[src/rtl/bp_pkg.sv]
// Shared types and constants for the gshare PHT sequencing controller.
// Default widths here size the update-queue entry and must match the controller parameters.
package bp_pkg;

    localparam int BP_PHT_IDX_W = 10;
    localparam int BP_GHR_SIZE  = 10;

    localparam logic [1:0] CTR_WNT = 2'b01;

    typedef enum logic [1:0] {
        INIT = 2'b00,
        IDLE = 2'b01,
        WR   = 2'b10
    } bp_state_e;

    typedef struct packed {
        logic [BP_PHT_IDX_W-1:0] pc_idx;
        logic [BP_GHR_SIZE-1:0]  ghr;
        logic                    taken;
    } uq_entry_t;

    function automatic logic [1:0] ctr_update(input logic [1:0] ctr, input logic taken);
        logic [1:0] nxt;
        if (taken) begin
            nxt = (ctr == 2'b11) ? 2'b11 : ctr + 2'b01;
        end else begin
            nxt = (ctr == 2'b00) ? 2'b00 : ctr - 2'b01;
        end
        return nxt;
    endfunction

endpackage

[src/rtl/bp_update_fifo.sv]
// Synchronous FIFO buffering resolved-branch updates until the PHT port is free.
module bp_update_fifo #(
    parameter int W     = 8,
    parameter int DEPTH = 4
) (
    input  logic         clk,
    input  logic         rst,
    input  logic         push,
    input  logic [W-1:0] wr_data,
    input  logic         pop,
    output logic [W-1:0] rd_data,
    output logic         full,
    output logic         empty
);

    localparam int PTR_W = (DEPTH > 1) ? $clog2(DEPTH) : 1;
    localparam int CNT_W = $clog2(DEPTH) + 1;

    logic [W-1:0]     mem_q [DEPTH];
    logic [PTR_W-1:0] wr_ptr_q, wr_ptr_d, rd_ptr_q, rd_ptr_d;
    logic [CNT_W-1:0] count_q, count_d;
    logic             push_s, pop_s;

    assign full    = (count_q == CNT_W'(DEPTH));
    assign empty   = (count_q == {CNT_W{1'b0}});
    assign rd_data = mem_q[rd_ptr_q];

    // Pointer and occupancy next-state; pushes into a full queue are dropped.
    always_comb begin
        push_s   = push && !full;
        pop_s    = pop && !empty;
        wr_ptr_d = wr_ptr_q;
        rd_ptr_d = rd_ptr_q;
        count_d  = count_q;
        if (push_s) begin
            wr_ptr_d = wr_ptr_q + PTR_W'(1'b1);
        end else begin
            wr_ptr_d = wr_ptr_q;
        end
        if (pop_s) begin
            rd_ptr_d = rd_ptr_q + PTR_W'(1'b1);
        end else begin
            rd_ptr_d = rd_ptr_q;
        end
        case ({push_s, pop_s})
            2'b10:   count_d = count_q + CNT_W'(1'b1);
            2'b01:   count_d = count_q - CNT_W'(1'b1);
            default: count_d = count_q;
        endcase
    end

    // Pointer and occupancy registers.
    always_ff @(posedge clk) begin
        if (rst) begin
            wr_ptr_q <= {PTR_W{1'b0}};
            rd_ptr_q <= {PTR_W{1'b0}};
            count_q  <= {CNT_W{1'b0}};
        end else begin
            wr_ptr_q <= wr_ptr_d;
            rd_ptr_q <= rd_ptr_d;
            count_q  <= count_d;
        end
    end

    // Entry storage needs no reset; occupancy tracks validity.
    always_ff @(posedge clk) begin
        if (push_s) begin
            mem_q[wr_ptr_q] <= wr_data;
        end
    end

endmodule

[src/rtl/bp_pht_ctrl.sv]
// Gshare PHT port sequencer: init sweep, lookup/update arbitration, speculative GHR.
// Lookup reads win the port in IDLE; updates run as read-then-write in the gaps.
module bp_pht_ctrl import bp_pkg::*; #(
    parameter int GHR_SIZE  = BP_GHR_SIZE,
    parameter int PHT_IDX_W = BP_PHT_IDX_W,
    parameter int UQ_DEPTH  = 4
) (
    input  logic                 clk,
    input  logic                 rst,
    input  logic                 lookup_valid,
    input  logic [31:0]          lookup_pc,
    output logic                 lookup_ready,
    output logic                 pred_valid,
    output logic                 pred_taken,
    output logic [GHR_SIZE-1:0]  pred_ghr,
    input  logic                 upd_valid,
    input  logic [31:0]          upd_pc,
    input  logic                 upd_taken,
    input  logic [GHR_SIZE-1:0]  upd_ghr,
    input  logic                 upd_mispredict,
    output logic                 upd_ready,
    output logic                 pht_en,
    output logic                 pht_we,
    output logic [PHT_IDX_W-1:0] pht_idx,
    output logic [1:0]           pht_wdata,
    input  logic [1:0]           pht_rdata
);

    localparam logic [PHT_IDX_W-1:0] IDX_LAST = {PHT_IDX_W{1'b1}};

    bp_state_e            state_q, state_d;
    logic [PHT_IDX_W-1:0] init_idx_q, init_idx_d;
    logic [GHR_SIZE-1:0]  ghr_q, ghr_d, pred_ghr_q, pred_ghr_d;
    logic                 pred_valid_q, pred_valid_d;

    logic                 lookup_ready_s, upd_ready_s, lookup_fire_s, upd_fire_s;
    logic                 uq_pop_s, uq_full_s, uq_empty_s;
    uq_entry_t            uq_wdata_s, uq_head_s;
    logic [PHT_IDX_W-1:0] lookup_idx_s, upd_idx_s, pht_idx_s;
    logic                 pht_en_s, pht_we_s;
    logic [1:0]           pht_wdata_s;
    logic                 unused_s;

    function automatic logic [PHT_IDX_W-1:0] ghr_ext(input logic [GHR_SIZE-1:0] g);
        logic [PHT_IDX_W-1:0] r;
        r               = {PHT_IDX_W{1'b0}};
        r[GHR_SIZE-1:0] = g;
        return r;
    endfunction

    bp_update_fifo #(
        .W     ($bits(uq_entry_t)),
        .DEPTH (UQ_DEPTH)
    ) u_uq (
        .clk     (clk),
        .rst     (rst),
        .push    (upd_fire_s),
        .wr_data (uq_wdata_s),
        .pop     (uq_pop_s),
        .rd_data (uq_head_s),
        .full    (uq_full_s),
        .empty   (uq_empty_s)
    );

    assign unused_s = ^{lookup_pc[31:PHT_IDX_W+2], lookup_pc[1:0],
                        upd_pc[31:PHT_IDX_W+2], upd_pc[1:0], pht_rdata[0]};

    // Handshakes and index formation; pred_valid_q doubles as "lookup accepted last cycle".
    always_comb begin
        lookup_ready_s    = !rst && (state_q == IDLE) && !pred_valid_q && !uq_full_s;
        upd_ready_s       = !rst && (state_q != INIT) && !uq_full_s;
        lookup_fire_s     = lookup_valid && lookup_ready_s;
        upd_fire_s        = upd_valid && upd_ready_s;
        lookup_idx_s      = lookup_pc[PHT_IDX_W+1:2] ^ ghr_ext(ghr_q);
        upd_idx_s         = uq_head_s.pc_idx ^ ghr_ext(uq_head_s.ghr);
        uq_wdata_s.pc_idx = upd_pc[PHT_IDX_W+1:2];
        uq_wdata_s.ghr    = upd_ghr;
        uq_wdata_s.taken  = upd_taken;
    end

    // Port arbitration and controller next state.
    always_comb begin
        state_d     = state_q;
        init_idx_d  = init_idx_q;
        uq_pop_s    = 1'b0;
        pht_en_s    = 1'b0;
        pht_we_s    = 1'b0;
        pht_idx_s   = {PHT_IDX_W{1'b0}};
        pht_wdata_s = 2'b00;
        case (state_q)
            INIT: begin
                pht_en_s    = 1'b1;
                pht_we_s    = 1'b1;
                pht_idx_s   = init_idx_q;
                pht_wdata_s = CTR_WNT;
                init_idx_d  = init_idx_q + {{(PHT_IDX_W-1){1'b0}}, 1'b1};
                if (init_idx_q == IDX_LAST) begin
                    state_d = IDLE;
                end else begin
                    state_d = INIT;
                end
            end
            WR: begin
                pht_en_s    = 1'b1;
                pht_we_s    = 1'b1;
                pht_idx_s   = upd_idx_s;
                pht_wdata_s = ctr_update(pht_rdata, uq_head_s.taken);
                uq_pop_s    = 1'b1;
                state_d     = IDLE;
            end
            IDLE: begin
                if (lookup_fire_s) begin
                    pht_en_s  = 1'b1;
                    pht_idx_s = lookup_idx_s;
                end else if (!uq_empty_s) begin
                    pht_en_s  = 1'b1;
                    pht_idx_s = upd_idx_s;
                    state_d   = WR;
                end else begin
                    state_d = IDLE;
                end
            end
            default: begin
                state_d    = INIT;
                init_idx_d = {PHT_IDX_W{1'b0}};
            end
        endcase
    end

    // Speculative history: mispredict recovery overrides the prediction shift.
    always_comb begin
        pred_valid_d = lookup_fire_s;
        if (lookup_fire_s) begin
            pred_ghr_d = ghr_q;
        end else begin
            pred_ghr_d = pred_ghr_q;
        end
        if (upd_fire_s && upd_mispredict) begin
            ghr_d = {upd_ghr[GHR_SIZE-2:0], upd_taken};
        end else if (pred_valid_q) begin
            ghr_d = {ghr_q[GHR_SIZE-2:0], pht_rdata[1]};
        end else begin
            ghr_d = ghr_q;
        end
    end

    // Controller state registers.
    always_ff @(posedge clk) begin
        if (rst) begin
            state_q      <= INIT;
            init_idx_q   <= {PHT_IDX_W{1'b0}};
            ghr_q        <= {GHR_SIZE{1'b0}};
            pred_valid_q <= 1'b0;
            pred_ghr_q   <= {GHR_SIZE{1'b0}};
        end else begin
            state_q      <= state_d;
            init_idx_q   <= init_idx_d;
            ghr_q        <= ghr_d;
            pred_valid_q <= pred_valid_d;
            pred_ghr_q   <= pred_ghr_d;
        end
    end

    // A write in flight when rst rises is dropped rather than completed.
    assign pht_en       = pht_en_s && !rst;
    assign pht_we       = pht_we_s && !rst;
    assign pht_idx      = pht_idx_s;
    assign pht_wdata    = pht_wdata_s;
    assign lookup_ready = lookup_ready_s;
    assign upd_ready    = upd_ready_s;
    assign pred_valid   = pred_valid_q;
    assign pred_taken   = pred_valid_q && pht_rdata[1];
    assign pred_ghr     = pred_ghr_q;

endmodule
[config.mk]
export PLATFORM = sky130hd
export DESIGN_NAME = bp_pht_ctrl
export DESIGN_NICKNAME = d
export VERILOG_FILES = /design/src/rtl/bp_pkg.sv /design/src/rtl/bp_update_fifo.sv /design/src/rtl/bp_pht_ctrl.sv
export SDC_FILE = /design/constraint.sdc
export NUM_CORES = 1
export LEC_CHECK = 0
export BUFFER_PORTS_ARGS = -buffer_cell sky130_fd_sc_hd__buf_2
export CORE_MARGIN = 1.5
export CORE_UTILIZATION = 35
export DETAILED_ROUTE_END_ITERATION = 8
export MAX_ROUTING_LAYER = met4
export PLACE_DENSITY_LB_ADDON = 0.05
export SLEW_MARGIN = 20
export SYNTH_ARGS = -nofsm -noshare
export SYNTH_HDL_FRONTEND = slang
export SYNTH_SLANG_ARGS = --single-unit
[constraint.sdc]
create_clock -name clk -period 2.3 [get_ports clk]
set_input_delay 0.46 -clock clk [delete_from_list [all_inputs] [get_ports clk]]
set_output_delay 0.46 -clock clk [all_outputs]
set_load 0.02 [all_outputs]
== Word level (Yosys, flattened, before mapping) ==
Memories as Yosys holds them, arrays and structs flattened. A register that Yosys moved wholly into a read port is not among the register bits.
Index checks and enable logic that the tools add are counted.

* Register bits: 40
* Bits in writable memories: 84
* Bits of input ports: 82
* Output and inout bits: 28
* Logic and storage cells: 75
* Memories kept: 1

* Add/sub/neg operators: 7
* Equality and inequality tests: 8
* Muxes and demuxes: 24
* Bitwise gates (word level): 2
* Reductions and logical operators: 25

{| class="wikitable"
|+ Memory list
! name !! depth !! width !! read ports !! clocked after Yosys merged registers in !! wr ports !! line !! text
|-
| u_uq.mem_q || 4 || 21 || 1 || 1 || 1 || bp_update_fifo.sv:19 || <nowiki>logic [W-1:0] mem_q [DEPTH];</nowiki>
|}

{| class="wikitable"
|+ Operator list
! operator !! count
|-
| $mux 10 || 4
|-
| $pmux 10 s3 || 1
|-
| $pmux 10 s2 || 1
|-
| $xor 10x10->10 || 2
|-
| $mux 2 || 7
|-
| $logic_and 1x1->1 || 13
|-
| $add 10x1->10 const B || 1
|-
| $eq 10x10->1 const B || 1
|-
| $mux 1 || 7
|-
| $add 2x1->2 const B || 3
|-
| $eq 2x2->1 const B || 3
|-
| $pmux 2 s3 || 1
|-
| $pmux 3 s2 || 1
|-
| $reduce_bool 2->1 || 3
|-
| $eq 2x1->1 const B || 2
|-
| $logic_not 1->1 || 4
|-
| $logic_not 2->1 || 2
|-
| $pmux 2 s2 || 1
|-
| $reduce_or 2->1 || 2
|-
| $add 3x1->3 const B || 1
|-
| $eq 3x3->1 const B || 1
|-
| $logic_not 3->1 || 1
|-
| $sub 3x1->3 const B || 1
|-
| $ne 2x2->1 const B || 1
|-
| 2 further kinds || 2
|}

== Depth between registers and ports, before layout ==
Gate-level depths: netlist of run 1.

* Depth in word-level cells: 8
* Gate-level depth with buffers: 13
* Depth with buffers taken out: 11

== Hierarchy ==
Synthesis of run 1 repeated with hierarchy kept, for this count alone.

* Cells, all modules: 408
* Area, all modules: 5507.8 um^2

{| class="wikitable"
|+ By module, submodules not included
! module !! times used !! cells each !! area an instance (um^2) !! seq. area each (um^2)
|-
| bp_update_fifo || 1 || 163 || 3508.4 || 2702.6
|-
| bp_pht_ctrl || 1 || 245 || 1999.4 || 660.6
|}

== Worst setup path before layout of run 1 ==
No wires, ideal clock.

* Kind: register to register
* Start point: reg state_q[0]
* End point: reg u_uq.count_q[2]
* Setup time: 0.070 ns
* Arrival: 2.309 ns
* Data required time: 2.230 ns
* Setup slack: -0.080 ns
* Cell stages (with the launch flop): 14
* Path buffers: 2
* Period minus slack after synthesis: 2.380 ns
* Cell sequence: dfxtp_1 inv_1 ha_1 clkbuf_1 nor2b_1 and3_1 buf_2 inv_1 ha_1 inv_1 fa_1 xor2_1 or3_1 a21oi_1

* Word-level cells in the longest chain between the ends: 7
* Elaborated cells between the ends (all ways): 12
* Those cells by class: eq/ne (3); mux (2); reduce/logical (7)

{| class="wikitable"
|+ Ends and longest elaborated chain
! what !! line !! text
|-
| start, declared || bp_pht_ctrl.sv:31 || <nowiki>bp_state_e state_q, state_d;</nowiki>
|-
| start signal, assigned || bp_pht_ctrl.sv:156 || <nowiki>state_q <= state_d;</nowiki>
|-
| $reduce_bool 2->1 || bp_pht_ctrl.sv:71 || <nowiki>upd_ready_s = !rst && (state_q != INIT) && !uq_full_s;</nowiki>
|-
| $logic_and 1x1->1 (2 in a row) || bp_pht_ctrl.sv:71 ||
|-
| $logic_and 1x1->1 || bp_pht_ctrl.sv:73 || <nowiki>upd_fire_s = upd_valid && upd_ready_s;</nowiki>
|-
| $logic_and 1x1->1 || bp_update_fifo.sv:30 || <nowiki>push_s = push && !full;</nowiki>
|-
| $eq 2x1->1 / $eq 2x2->1 (equally long branches) || bp_update_fifo.sv:45 || <nowiki>case ({push_s, pop_s})</nowiki>
|-
| $pmux 3 s2 / $reduce_bool 2->1 (equally long branches) || - ||
|-
| end signal, assigned || bp_update_fifo.sv:57 || <nowiki>count_q <= {CNT_W{1'b0}};</nowiki>
|-
| end signal, assigned || bp_update_fifo.sv:61 || <nowiki>count_q <= count_d;</nowiki>
|-
| end, declared || bp_update_fifo.sv:21 || <nowiki>logic [CNT_W-1:0] count_q, count_d;</nowiki>
|}

Parallel ways exist; a longest one is shown, timed or not.
A chain may end at the register's enable or synchronous reset.

== Final worst setup path of run 1 ==
* Start point: reg state_q[1]
* End point: out pht_idx[5]

* Word-level cells in the longest chain between the ends: 7
* Elaborated cells between the ends (all ways): 9
* Those cells by class: eq/ne (2); mux (2); reduce/logical (5)

{| class="wikitable"
|+ Ends and longest elaborated chain
! what !! line !! text
|-
| $eq 2x1->1 || bp_pht_ctrl.sv:70, bp_pht_ctrl.sv:90 ||
|-
| $logic_and 1x1->1 (3 in a row) || bp_pht_ctrl.sv:70 || <nowiki>lookup_ready_s = !rst && (state_q == IDLE) && !pred_valid_q && !uq_full_s;</nowiki>
|-
| $logic_and 1x1->1 || bp_pht_ctrl.sv:72 || <nowiki>lookup_fire_s = lookup_valid && lookup_ready_s;</nowiki>
|-
| $mux 10 || bp_pht_ctrl.sv:112 || <nowiki>if (lookup_fire_s) begin</nowiki>
|-
| $pmux 10 s3 * || bp_pht_ctrl.sv:90 || <nowiki>case (state_q)</nowiki>
|-
| end, declared || bp_pht_ctrl.sv:24 || <nowiki>output logic [PHT_IDX_W-1:0] pht_idx,</nowiki>
|}

Mark *: on every way between the ends. The rest lies on a longest branch, timed or not.

==> run_results.csv, run 1 <==
group,metric,value,unit
critical_path,cp-start-kind,"flip-flop",
global_routing,grt_pass1_wl,20000,µm
logic_synthesis,synth_area,5420,µm²
routing,ant_nets,0,
placed_design,gp_congestion,0.771,
status,violations,"negative setup slack",
sta,finalSetupViolCount,13,
power,power_density,744,nW/µm²
layout,nets,610,
clock_tree,clock_latency,410,ps
logic_synthesis,ys_ff_latch,126,
clock_tree,clkSinkCount,126,
layout,final_common_cell,"edfxtp_1",
die,die_w,127,µm
routing,dr_total_vias,3493,
flow_run,max_cap_violations,0,
routing,wirelength,12700,µm
power,vdd_drop_max,0.000525,V
logic_synthesis,synth_area_leaders,"edfxtp_1 47%, dfxtp_1 16%, xnor2_1 7.3%",
sta,tightest_slew,654,ps
critical_path,critPathArrivalTime,2080,ps
critical_path,cp_slowest_cell,"dfxtp_2",
routing,routedWlPerCell,17.7,µm
layout,fin_util,45.5,%
logic_synthesis,syn_inst,420,
clock_tree,clk_pin_slew,60,ps
layout,drive_gt1_share,29.9,%
die,die_area,16200,µm²
power,power_leakage,2.48,nW
routing,drt-initial-drc-count,211,
global_routing,antenna_found_initial,0,
critical_path,slowest_delay,340,ps
clock_tree,cts-buffers-inserted,17,
clock_tree,clockRootBuffer,"clkbuf_16",
die,fp.dieH,127,µm
logic_synthesis,synth-main-ff-cell,"edfxtp_1",
sta,hold_ws,269,ps
critical_path,crit_type,"flip-flop to output pin",
sta,rsz0062_at_grt,"yes",
layout,instances_no_fill,717,
routing,remaining_drc_errors,0,
die,core,15100,µm²
critical_path,required,1840,ps
sta,setup_slack,-241,ps
sta,slew_violations,0,
logic_synthesis,syn_avg_cell_area,12.9,µm²
clock_tree,clk_path_buf_depth,2,
routing,first_pass_iters,5,
logic_synthesis,yosysUniqueCellTypes,42,
logic_synthesis,syn-num-nets,514,
logic_synthesis,synth_edf_count,84,
routing,avgViaCountPerCell,4.87,
layout,area_delta_synth_final,27.2,%
die,io_pins,110,
critical_path,end_kind,"output pin",
sta,slew-limit-headroom,56.3,%
die,start_util,35.8,%
global_routing,grt_max_degree,23,
critical_path,path_buf_inv,4,
global_routing,grt_usage,17.3,%
logic_synthesis,yosysWarnings,0,
placed_design,port_buffers,65,
sta,fin_skew,7.93,ps
sta,fmax,0.394,GHz
global_routing,first_global_vias,3711,
sta,min_period_over_period,110,%
worst_hold_path,hold_path_class,"primary input to flip-flop",
global_routing,grt.overflow.total,0,
logic_synthesis,synth_top_cell_by_area,"edfxtp_1",
critical_path,cp_max_fo,5,
layout,num_antenna_cells,0,
clock_tree,cts_tree,"built",
placed_design,dpl.hpwl,8680,µm
sta,finalCriticalPeriod,2540,ps
power,p_total,5.12,mW
logic_synthesis,seq_area_frac_synth,62.1,%
sta,finalSetupTns,-2130,ps
status,outcome,"complete, but fails checks",
critical_path,crit_chain,"inv_2 > ha_4 > and4bb_2 > a21oi_4 > buf_12 > buf_6 > o211ai_1 > a21oi_1 > buf_4",
critical_path,critPathTopFamily,"buffers and inverters",
critical_path,r2r_slack,-20,ps
layout,layout.cells.most_common_list,"84 x edfxtp_1, 54 x buf_2, 45 x xnor2_1",
die,fp-row-count,45,
clock_tree,hold_buffers,0,
placed_design,dp_cells,682,
clock_tree,cts_htree_levels,4,
sta,hold_violations,0,
logic_synthesis,ys_async_sr_fraction,0,%
logic_synthesis,synth_top_area_share,46.6,%
per-stage QoR:
| stage | setup WS (ps) | instance area, µm² |
|---|---|---|
| after CTS | -334 | 6910 |
| after detailed placement | -250 | 6160 |
| after global placement | -203 | 6160 |
| after floorplan | 27.2 | 5430 |
| after global routing | -366 | 6890 |
| final | -241 | 6890 |
sequential cells by signal, indices dropped and copies added (netlist names), named ones only:
| signal | count |
|---|---|
| ghr_q | 10 |
| init_idx_q | 10 |
| pred_ghr | 10 |
| pred_valid | 1 |
| state_q | 2 |
| u_uq.count_q | 3 |
| u_uq.mem_q | 84 |
| u_uq.rd_ptr_q | 2 |
| u_uq.wr_ptr_q | 2 |
report_power, final:
group,switching (mW),total [mW],internal [mW]
registers,0.00598,2.42,2.42
logic,0.0728,0.124,0.0509
clock network,0.923,2.58,1.65
metal layers:
metal  track usage (%)  wire [µm]
met3              3.69        489
met2              28.2       6290
met5                 -          0
met4              6.62         95
met1              21.2       5850
cell usage after synthesis (2+ instances only):
| master | count |
|---|---|
| a21oi_1 | 25 |
| a22o_1 | 2 |
| a22oi_1 | 30 |
| and2_1 | 6 |
| and3_1 | 2 |
| and4_1 | 2 |
| buf_2 | 4 |
| buf_6 | 3 |
| clkbuf_1 | 12 |
| dfxtp_1 | 42 |
| edfxtp_1 | 84 |
| ha_1 | 11 |
| inv_1 | 10 |
| mux2i_1 | 11 |
| nand2_1 | 36 |
| nand3_1 | 2 |
| nand4_1 | 3 |
| nor2_1 | 24 |
| nor2b_1 | 4 |
| nor3_1 | 2 |
| o211ai_1 | 10 |
| o21ai_0 | 4 |
| o31ai_2 | 10 |
| xnor2_1 | 45 |
| xor2_1 | 19 |
area by class of cell:
| cell class | count | area (µm²) |
|---|---|---|
| fill | 1423 | 8260 |
| sequential | 126 | 3370 |
| multi-input combinational | 263 | 1970 |
| timing repair buffer | 97 | 687 |
| clock buffer | 27 | 523 |
| tap | 188 | 235 |
| clock inverter | 5 | 52.6 |
| inverter | 11 | 46.3 |
final timing paths:
check,startpoint,endpoint,cells after the start
max,state_q[1]$_SDFFE_PP0P_,pht_idx[5],9
min,upd_ghr[9],u_uq.mem_q[1][10]$_DFFE_PP_,1
max reg2reg,u_uq.count_q[0]$_SDFFE_PP0P_,u_uq.count_q[2]$_SDFFE_PP0P_,10
min reg2reg,pred_ghr[4]$_SDFFE_PP0N_,pred_ghr[4]$_SDFFE_PP0N_,2
kinds of logic after synthesis:
group / after synthesis / share of synthesized area, %
XOR/XNOR: 64 / 10.4
AND/OR/NAND/NOR: 88 / 7.83
adder cells (fa/ha/maj): 12 / 2.91
AO/OA/AOI/OAI: 87 / 11.7
multiplexers: 12 / 2.45
buffers and inverters: 31 / 2.66
flip-flops: 126 / 62.1
timing repair:
| action | CTS | global route |
|---|---|---|
| endpoints found under the setup margin | 12 | 14 |
| pin swaps | 18 | 10 |
| gates cloned | 1 | 0 |
| resized for setup | 29 | 9 |
| setup buffers | 5 | 0 |
No activity file was read; power rests on OpenSTA's default activity.
==> run 2, diff against run 1 <==
--- a/config.mk
+++ b/config.mk
@@ -5,6 +5,7 @@
 export SDC_FILE = /design/constraint.sdc
 export NUM_CORES = 1
 export LEC_CHECK = 0
+export ABC_AREA = 1
 export BUFFER_PORTS_ARGS = -buffer_cell sky130_fd_sc_hd__buf_2
 export CORE_MARGIN = 1.5
 export CORE_UTILIZATION = 35
@@ -14,4 +15,5 @@
 export SLEW_MARGIN = 20
 export SYNTH_ARGS = -nofsm -noshare
 export SYNTH_HDL_FRONTEND = slang
+export SYNTH_HIERARCHICAL = 1
 export SYNTH_SLANG_ARGS = --single-unit
==> run 2 against run 1 <==
  * The flow still finishes with violations (negative setup slack)
  * Clock power barely moved
  * Register-to-register slack better by 170 ps
  * Fmax is 3.9% lower
  * Wire length grew 32%
  * Synthesized cell count rose by 57%
  * Power grew 0.59%
  * Non-clock buffer count rose by 14
  * Clock skew about the same
==> run_results.csv, run 2 <==
group,metric,value,unit
status,violations,"negative setup slack",
critical_path,cp-start-kind,"flip-flop",
layout,design_area,8060,µm²
die,die_w,134,µm
die,fp.dieH,134,µm
clock_tree,clockRootBuffer,"clkbuf_16",
sta,hold_ws,253,ps
logic_synthesis,syn-num-nets,752,
die,start_util,36.1,%
logic_synthesis,seq_area_frac_synth,55.9,%
sta,slew-limit-headroom,69.4,%
logic_synthesis,ys_ff_latch,126,
critical_path,end_kind,"output pin",
sta,rsz0062_at_grt,"yes",
clock_tree,hold_buffers,0,
logic_synthesis,synth_top_cell_by_area,"edfxtp_1",
routing,wl_met2,8170,µm
clock_tree,cts_tree,"built",
routing,routedWlPerCell,16.9,µm
status,outcome,"complete, but fails checks",
clock_tree,clkSinkCount,126,
global_routing,grt.overflow.total,0,
routing,remaining_drc_errors,0,
logic_synthesis,syn_avg_cell_area,9.14,µm²
routing,highest_layer,"met4",
critical_path,critPathArrivalTime,2180,ps
global_routing,grt_max_degree,31,
die,die_area,18000,µm²
sta,tightest_slew,458,ps
sta,min_period_over_period,115,%
placed_design,gp_congestion,0.844,
logic_synthesis,synth.most_common_cell,"nand2_1",
layout,drive_gt1_share,33.9,%
layout,final_common_cell,"nand2_1",
routing,avgViaCountPerCell,4.92,
logic_synthesis,synth_top_area_share,41.9,%
logic_synthesis,syn_inst,659,
global_routing,grt_usage,19.5,%
global_routing,first_global_vias,4673,
critical_path,crit_type,"flip-flop to output pin",
logic_synthesis,synth_area_leaders,"edfxtp_1 42%, dfxtp_1 14%, nand2_1 6.9%",
layout,regMostFlops,"u_uq/mem_q",
layout,largest_reg_flops,84,
clock_tree,cts_htree_levels,4,
layout,layout.cells.most_common_list,"99 x nand2_1, 84 x edfxtp_1, 76 x inv_1",
layout,area_delta_synth_final,33.8,%
placed_design,placed_area,6820,µm²
power,vdd_drop_max,0.000487,V
global_routing,grt_pass1_wl,25300,µm
logic_synthesis,synth_edf_count,84,
clock_tree,clock_latency,420,ps
routing,first_pass_iters,4,
logic_synthesis,synth-main-ff-cell,"edfxtp_1",
power,power_leakage,3.17,nW
routing,drt-initial-drc-count,325,
global_routing,antenna_found_initial,1,
sta,slew_violations,0,
critical_path,required,1840,ps
power,p_total,5.15,mW
layout,fillers,1605,
logic_synthesis,yosysWarnings,6,
routing,wl_met1,7650,µm
clock_tree,cts-buffers-inserted,17,
logic_synthesis,ys_async_sr_fraction,0,%
sta,fmax,0.378,GHz
power,power_density,640,nW/µm²
routing,wl_met3,804,µm
logic_synthesis,yosysUniqueCellTypes,34,
sta,setup_slack,-344,ps
clock_tree,clk_path_buf_depth,2,
routing,ant_nets,0,
logic_synthesis,ys_top_cells_by_count,"110 x nand2_1, 84 x edfxtp_1, 81 x inv_1",
critical_path,cp_max_fo,7,
sta,hold_violations,0,
logic_synthesis,synth_area,6020,µm²
die,io_pins,110,
flow_run,max_cap_violations,0,
sta,finalSetupViolCount,12,
routing,dr_total_vias,4887,
layout,nets,854,
sta,fin_skew,7.45,ps
die,core,16700,µm²
placed_design,port_buffers,65,
sta,finalCriticalPeriod,2640,ps
worst_hold_path,hold_path_class,"primary input to flip-flop",
placed_design,dpl.hpwl,11200,µm
routing,wirelength,16800,µm
clock_tree,clk_pin_slew,60,ps
die,fp-row-count,47,
[run 2: layout make-up]
type,count,area [µm²],share of cell area [%]
Inverter,90,354,4.40
Antenna cell,1,2.50,0.0311
Clock buffer,17,425,5.28
Tap cell,220,275,3.42
Multi-Input combinational cell,415,2480,30.8
Clock inverter,14,144,1.79
Sequential cell,126,3370,41.9
Timing Repair Buffer,111,1000,12.4
[run 2: worst paths after layout]
| path | startpoint | end | slack, ps | cells after the start |
|---|---|---|---|---|
| worst max-delay path | flip-flop | pht_idx[0] | -340 | 12 |
| worst min-delay path | upd_pc[11] | u_uq/mem_q[2][20]$_DFFE_PP_ | 250 | 1 |
| worst max register to register | state_q[1]$_SDFFE_PP0P_ | u_uq/count_q[1]$_SDFFE_PP0P_ | 150 | 9 |
| worst min register to register | u_uq/wr_ptr_q[0]$_SDFFE_PP0P_ | u_uq/wr_ptr_q[0]$_SDFFE_PP0P_ | 500 | 2 |
[run 2: cell families after synthesis]
group	Yosys count	share of synthesized area, %
DFF	126	55.9
buffers and inverters	119	9.33
adders and majority gates	11	2.41
AOI/OAI and AO/OA	144	13.2
xor gates and xnor gates	2	0.291
and+or+nand+nor	257	19.0
[run 2: layer usage]
metal  vias up  GRT usage [%]
met1      2356           24.8
met2        82           31.2
met5         -              -
met3        14           4.54
met4         0           5.85
li1       2435              -
[run 2: repair_timing]
action / in CTS / in global routing
gates cloned: 4 / 2
hold endpoints to repair: 0 / 0
setup endpoints to repair: 15 / 15
pin swaps: 24 / 42
resized for setup: 61 / 83
buffers inserted: 4 / 5
[run 2: report_power, final]
group / leakage (nW) / switching (mW) / internal (mW)
sequential: 1.10 / 0.00425 / 2.41
combinational: 1.80 / 0.0891 / 0.0556
clock: 0.269 / 1.01 / 1.58
total: 3.17 / 1.10 / 4.05
[run 2: stage by stage]
step	utilization [%]	setup TNS, ps	std cells	setup slack [ps]
final	48.2	-2920	994	-344
after global routing	48.2	-4220	994	-431
after CTS	46.3	-3350	987	-326
after detailed placement	40.9	-64.4	948	-56.6
after global placement	40.9	-75.8	948	-40.3
after floorplan	-	-15100	659	-180
[run 2: critical path, cell delays in order, from the launching register on]
cell     delay [ps]
dfxtp_2         340
buf_12          150
buf_8           130
buf_16          130
o21ai_4          50
o22ai_2         240
inv_1            80
nand2_2          90
nand3_2          70
nand2_1          80
nand3_1          80
a21oi_2         180
buf_6           140
